<file path="src/rtl/uart_tx.sv">
// Serialises one DATA_BITS word per frame: start, data LSB first, optional parity, 1-2 stop bits.
// Latency: start bit drives txd from the edge after the tx_valid/tx_ready handshake.
// Backpressure: tx_ready is high only while idle, so upstream holds tx_valid until the line is free.
module uart_tx #(
    parameter int CLKS_PER_BIT = 16,
    parameter int DATA_BITS    = 8,
    parameter int PARITY_EN    = 0,
    parameter int PARITY_ODD   = 0,
    parameter int STOP_BITS    = 1
) (
    input  logic                 clk,
    input  logic                 rst,
    input  logic [DATA_BITS-1:0] tx_data,
    input  logic                 tx_valid,
    output logic                 tx_ready,
    output logic                 txd,
    output logic                 bit_tick,
    output logic                 tx_busy
);

    localparam int CW = $clog2(CLKS_PER_BIT);
    localparam int IW = $clog2(DATA_BITS);
    localparam logic [CW-1:0] CNT_LAST = CW'(CLKS_PER_BIT - 1);
    localparam logic [IW-1:0] IDX_LAST = IW'(DATA_BITS - 1);

    typedef enum logic [2:0] {
        IDLE,
        START,
        DATA,
        PARITY,
        STOP
    } state_t;

    state_t               state;
    logic [CW-1:0]        cnt;
    logic [IW-1:0]        bit_idx;
    logic                 stop_idx;
    logic [DATA_BITS-1:0] shreg;
    logic                 par;
    logic                 period_end;

    assign period_end = (cnt == CNT_LAST);
    // Gated by rst so a handshake offered during reset is never accepted.
    assign tx_ready   = (state == IDLE) && !rst;
    assign bit_tick   = (state != IDLE) && period_end;

    always_ff @(posedge clk) begin
        if (rst) begin
            state    <= IDLE;
            txd      <= 1'b1;
            tx_busy  <= 1'b0;
            cnt      <= '0;
            bit_idx  <= '0;
            stop_idx <= 1'b0;
            shreg    <= '0;
            par      <= 1'b0;
        end else begin
            if (state != IDLE) begin
                cnt <= period_end ? '0 : cnt + 1'b1;
            end
            case (state)
                IDLE: begin
                    cnt <= '0;
                    if (tx_valid && tx_ready) begin
                        shreg   <= tx_data;
                        // Parity is taken from the captured word, so later tx_data changes cannot leak in.
                        par     <= (^tx_data) ^ (PARITY_ODD != 0);
                        txd     <= 1'b0;
                        tx_busy <= 1'b1;
                        state   <= START;
                    end
                end
                START: begin
                    if (period_end) begin
                        txd     <= shreg[0];
                        shreg   <= shreg >> 1;
                        bit_idx <= '0;
                        state   <= DATA;
                    end
                end
                DATA: begin
                    if (period_end) begin
                        if (bit_idx == IDX_LAST) begin
                            bit_idx  <= '0;
                            stop_idx <= 1'b0;
                            if (PARITY_EN != 0) begin
                                txd   <= par;
                                state <= PARITY;
                            end else begin
                                txd   <= 1'b1;
                                state <= STOP;
                            end
                        end else begin
                            txd     <= shreg[0];
                            shreg   <= shreg >> 1;
                            bit_idx <= bit_idx + 1'b1;
                        end
                    end
                end
                PARITY: begin
                    if (period_end) begin
                        txd      <= 1'b1;
                        stop_idx <= 1'b0;
                        state    <= STOP;
                    end
                end
                STOP: begin
                    if (period_end) begin
                        if (STOP_BITS == 2 && !stop_idx) begin
                            stop_idx <= 1'b1;
                        end else begin
                            stop_idx <= 1'b0;
                            tx_busy  <= 1'b0;
                            state    <= IDLE;
                        end
                    end
                end
                default: begin
                    txd     <= 1'b1;
                    tx_busy <= 1'b0;
                    state   <= IDLE;
                end
            endcase
        end
    end

endmodule

</file>
<file path="config.mk">
export PLATFORM = sky130hd
export DESIGN_NAME = uart_tx
export DESIGN_NICKNAME = d
export VERILOG_FILES = /design/src/rtl/uart_tx.sv
export SDC_FILE = /design/constraint.sdc
export NUM_CORES = 1
export LEC_CHECK = 0
export CORE_UTILIZATION = 25
export DETAILED_ROUTE_END_ITERATION = 10
export GPL_TIMING_DRIVEN = 0
export PLACE_DENSITY = 0.44
export SYNTH_ARGS = -nofsm -noshare
export SYNTH_HDL_FRONTEND = slang
export SYNTH_SLANG_ARGS = --single-unit
</file>
<file path="constraint.sdc">
create_clock -name clk -period 1.6 [get_ports clk]
set_input_delay 0.16 -clock clk [delete_from_list [all_inputs] [get_ports clk]]
set_output_delay 0.16 -clock clk [all_outputs]
set_load 0.01 [all_outputs]
</file>
==> run metrics, run 1 <==
Main synth FF type dfxtp_1; area leader, netlist dfxtp_1; crit path time final 1.544 ns; Synth Register Bits 20; Critical R2R Launch bit_idx[1]$_SDFFE_PP0P_; leak pwr 0.0005151 µW; Sw Pwr 310.2 µW; Antenna diodes 0; Clk pwr share 0.336; P per Cell Area 836.3 nW/µm²; Slew @ Worst Pin 0.5182 ns; crit-path leading delay family buffers and inverters; flop2flop setup slack 0.06 ns; Max Fclk 647.8 MHz; most frequent cell after synthesis dfxtp_1; Flop pwr share 0.468; initial antenna violation count 0; crit-path cells ha_4, nand3_4, clkbuf_8, nor2_1, clkdlybuf4s15_2; area share of the largest cell type after synthesis 0.3922; HP Class flop to flop; CTS tree built; vias per cell 4.911; WL per Instance 13.42 µm; DR iter-0 viols 28; GRT Overall Usage 0.1261; via count 879; drt drc 0; setup tns final 0 ns; P&R area growth vs syn 38.48%; Switching Fraction 0.2624; Gate power share 0.196; MaxCap Viol Count 0; cell internal pwr 872.2 µW; RSZ-0062 raised after global routing true; Worst Hold Launch cnt[0]$_SDFFE_PP0N_; DP Wirelength 1621 µm; drt pass-1 iters 4; Max VDD drop 333.6 µV; Rows 22; Ys Warns 0; clock sink total 20; Total Nets Final 146; wirelength, routed 2403 µm; placed instance count 170; WHS 0.4566 ns; Netlist cell types 37; Clock Skew 0.004550 ns; hold depth 1; synth cell count leaders dfxtp_1, a21oi_1, mux2i_1, a211oi_1, nor2_1; Crit Path Category flop to output pin; WP data arrival 1.38 ns; Filler cells 377; worst path bufs/invs 2; ranking of synthesized cells by area dfxtp_1, mux2i_1, a21oi_1; vias in the first global route 884; pre-CTS setup slack -0.3045 ns; post-layout worst setup margin 0.05630 ns; cell count after synthesis 108; R2R cell count 6; critical path startpoint category flop; layout cell share with drive strength beyond 1 0.2672; CP max stage cell dfxtp_2; syn nets 122; GRT Residual Overflow 0; largest net degree at the start of global routing 12; IO buf count 14; Die Span Y 65.91 µm; Post-synth EDFFs 0; Worst R2R End shreg[4]$_SDFFE_PP0P_; Post-DRT Antenna Nets 0; CP max stage delay 0.36 ns; first-pass GRT wire length 4146 µm; Avg Inst Size Synth 9.454 µm²; routability-driven placement congestion ratio 0.7135; worst-skew pair later-pin latency 0.26 ns; status finished, final reports clean; Core Box Area 3799 µm²; htree depth 1; cell area after synthesis 1021 µm²; Critical Path RT 1.44 ns; Slew HR 0.6545; Starting Density 0.2688; Seq/Total Area, Yosys 0.3922; Final Slew Violations 0; Final setup viols 0; Final Cycle Share 0.9648; Die ar. 4343 µm²; overall die width 65.91 µm; Clock Pin Slew Worst Setup and Hold Paths 0.08 ns; fraction of registers with async set/reset 0; CP Max Fanout 3; Final Non-Filler Cells 179; Critical Path Sink Type output pin; Hold Vio Cnt, Final 0; Worst Hold End cnt[0]$_SDFFE_PP0N_; clock root cell clkbuf_8; I/O pin count 15; clock buffer count from CTS 3; Clock Tree Buf Depth 2
routing by layer:
| layer | track usage | share of wire | vias up |
|---|---|---|---|
| met5 | 0 | 0 | - |
| met4 | 0.02446 | 0.0062 | 0 |
| met3 | 0.04138 | 0.048 | 2 |
| met2 | 0.2207 | 0.47 | 19 |
| met1 | 0.1483 | 0.48 | 417 |
| li1 | - | - | 441 |
cell type report:
| class | count | area, µm² | area share |
|---|---|---|---|
| repair buffers | 20 | 192.7 | 0.1363 |
| flip-flops and latches | 20 | 405.4 | 0.2867 |
| well taps | 48 | 60.06 | 0.04248 |
| clock buffers | 4 | 55.05 | 0.03894 |
| plain buffers | 7 | 66.31 | 0.04690 |
| multi-input cells | 80 | 634.4 | 0.4487 |
power by group through the flow:
stage | Clock [µW] | Combinational, µW | Sequential [µW]
finish | 398 | 231 | 553
global route | 438 | 252 | 558
CTS | 409 | 229 | 553
detailed placement | 0 | 209 | 563
global placement | 0 | 206 | 563
floorplan | 0 | 135 | 562
cells by family (layout without fill, tap and decap cells):
kind of cell	Yosys count	after routing	synth area share
AND/OR/NAND/NOR	34	34	0.1863
AO/OA/AOI/OAI	32	32	0.2108
flip-flops	20	20	0.3922
multiplexers	8	8	0.07843
buffers and inverters	8	31	0.06249
adder cells (fa/ha/maj)	3	3	0.03677
XOR/XNOR	3	3	0.03310
per-stage QoR:
| stage | area (µm²) | util | power, µW |
|---|---|---|---|
| global placement | 1221 | 0.3215 | 769.6 |
| global route | 1414 | 0.3722 | 1249 |
| CTS | 1380 | 0.3633 | 1191 |
| finish | 1414 | 0.3722 | 1182 |
| floorplan | 1021 | - | 697.0 |
| detailed placement | 1221 | 0.3215 | 772.4 |
sequential cells by signal, summed over array words and instances, names as in the netlist:
name     count
tx_busy      1
bit_idx      3
state        3
cnt          4
shreg        8
txd          1
worst max-delay path by stage:
stage,start,end,cells after the start
after global routing,cnt[1]$_SDFFE_PP0N_,bit_tick,5
after CTS,bit_idx[0]$_SDFFE_PP0P_,shreg[3]$_SDFFE_PP0P_,7
after global placement,cnt[0]$_SDFFE_PP0N_,bit_tick,5
final,cnt[1]$_SDFFE_PP0N_,bit_tick,5
after detailed placement,cnt[0]$_SDFFE_PP0N_,bit_tick,5
after floorplan,bit_idx[0]$_SDFFE_PP0P_,shreg[2]$_SDFFE_PP0P_,7
layout by cell type, fill, tap and decap left out, drive strengths merged, types with 2 or more instances in the layout:
| cell | synthesis | final |
|---|---|---|
| nand3 | 3 | 3 |
| or2 | 2 | 2 |
| xnor2 | 2 | 2 |
| nand2 | 3 | 3 |
| nand2b | 2 | 2 |
| a21oi | 12 | 12 |
| clkbuf | 3 | 8 |
| nor2 | 8 | 8 |
| buf | 5 | 10 |
| o21ai | 7 | 7 |
| nor3 | 5 | 5 |
| clkdlybuf4s50 | 0 | 12 |
| nor4 | 3 | 3 |
| mux2i | 8 | 8 |
| o21a | 2 | 2 |
| a211oi | 7 | 7 |
| dfxtp | 20 | 20 |
| ha | 3 | 3 |
timing repair:
action / in CTS / in global routing
setup buffers: 5 / 1
hold buffers: 0 / 0
pin swaps: 3 / 6
endpoints found under the setup margin: 10 / 10
resized for setup: 22 / 9
gates cloned: 0 / 0
Power figures use the tool's default switching activity.
==> run 2, diff against run 1 <==
CELL_PAD_IN_SITES_DETAIL_PLACEMENT = 1   (was unset)
CELL_PAD_IN_SITES_GLOBAL_PLACEMENT = 1   (was unset)
PLACE_DENSITY = 0.54   (was 0.44)
==> run metrics, run 2 (synthesis gave the netlist of run 1 again) <==
Clock Skew 0.001912 ns; Die Span Y 65.91 µm; first-pass GRT wire length 4146 µm; Filler cells 435; P per Cell Area 918.6 nW/µm²; most frequent cells in the layout dfxtp_1, clkdlybuf4s50_1, a21oi_1; Post-DRT Antenna Nets 0; worst-skew pair later-pin latency 0.27 ns; CTS tree built; setup tns final 0 ns; Largest regs shreg: 8 flops, cnt: 4 flops; Final setup viols 0; Slew @ Worst Pin 0.5464 ns; Total Nets Final 145; CP max stage cell dfxtp_4; Biggest register shreg; WP data arrival 1.37 ns; overall die width 65.91 µm; initial antenna violation count 0; Rows 22; clock sink total 20; Slew HR 0.6357; vias in the first global route 907; crit path time final 1.533 ns; clock root cell clkbuf_8; Core Box Area 3799 µm²; drt drc 0; number of flip-flops under the largest register name 8; crit-path leading delay family buffers and inverters; routability-driven placement congestion ratio 0.6560; leak pwr 0.0005154 µW; crit-path cells ha_4, nand3_4, clkbuf_8, nor2_1, clkdlybuf4s15_2; I/O pin count 15; via count 875; CP max stage delay 0.37 ns; worst path bufs/invs 2; GRT Overall Usage 0.1250; largest net degree at the start of global routing 13; Clock Tree Buf Depth 2; status finished, final reports clean; Critical Path RT 1.44 ns; Final Non-Filler Cells 178; drt pass-1 iters 2; placed instance count 170; Max VDD drop 501.3 µV; vias per cell 4.916; CP Max Fanout 3; critical path startpoint category flop; htree depth 1; clock buffer count from CTS 3; Clock Pin Slew Worst Setup and Hold Paths 0.08 ns; DR iter-0 viols 7; wirelength, routed 2384 µm; Crit Path Category flop to output pin; P&R area growth vs syn 39.22%; IO buf count 14; layout cell share with drive strength beyond 1 0.2692; MaxCap Viol Count 0; Final Cycle Share 0.9580; DP Wirelength 1651 µm; Max Fclk 652.4 MHz; Starting Density 0.2688; WL per Instance 13.39 µm; GRT Residual Overflow 0; most common cell after layout, fill and taps aside dfxtp_1; HP Class flop to flop; Die ar. 4343 µm²; Antenna diodes 0; Hold Vio Cnt, Final 0; Critical Path Sink Type output pin; Final Slew Violations 0
==> run 2: path summary, 6_finish.rpt <==
kind / slack (ns) / startpoint / cells after the start / endpoint
setup / recovery: 0.07 / cnt[0]$_SDFFE_PP0N_ / 5 / bit_tick
hold / removal: 0.46 / cnt[0]$_SDFFE_PP0N_ / 1 / cnt[0]$_SDFFE_PP0N_
setup reg to reg: 0.08 / bit_idx[0]$_SDFFE_PP0P_ / 7 / shreg[3]$_SDFFE_PP0P_
hold reg to reg: 0.46 / cnt[0]$_SDFFE_PP0N_ / 1 / cnt[0]$_SDFFE_PP0N_
==> run 2: layer usage <==
layer / routed length (µm) / global-route usage / vias up
met5: 0 / 0 / -
met4: 7 / 0.02446 / 0
met3: 98 / 0.03966 / 2
met2: 1135 / 0.2156 / 12
met1: 1143 / 0.1504 / 418
li1: - / - / 443
==> run 2: area by class of cell <==
type | instances | area (µm²) | share of cell area
Sequential cell | 20 | 407.9 | 0.2870
Clock inverter | 1 | 30.03 | 0.02113
Timing Repair Buffer | 19 | 177.7 | 0.1250
Buffer | 7 | 66.31 | 0.04666
Multi-Input combinational cell | 80 | 638.1 | 0.4489
Tap cell | 48 | 60.06 | 0.04225
Clock buffer | 3 | 41.29 | 0.02905
==> run 2: metrics by stage <==
step / setup WS [ns] / cell area [µm²] / utilization / hold WS, ns / power, µW
finish: 0.06720 / 1421 / 0.3742 / 0.4577 / 1306
global route: -0.0003274 / 1421 / 0.3742 / 0.4634 / 1365
CTS: 0.01047 / 1411 / 0.3715 / 0.4531 / 1323
detailed placement: -0.3125 / 1221 / 0.3215 / 0.4641 / 772.2
global placement: -0.2841 / 1221 / 0.3215 / 0.4584 / 769.7
floorplan: 0.05759 / 1021 / - / 0.3032 / 697.0
==> run 2: timing repair <==
item                       in CTS  in global routing
setup endpoints to repair      10                 10
pin swaps                       3                  3
hold buffers                    0                  0
cloned                          0                  0
gates resized for setup        23                  8
buffers inserted                5                  0
==> run 2: report_power, final <==
part | switching (µW) | internal [µW]
combinational | 110 | 119
sequential | 19.8 | 532
clock | 191 | 334
total | 321 | 985
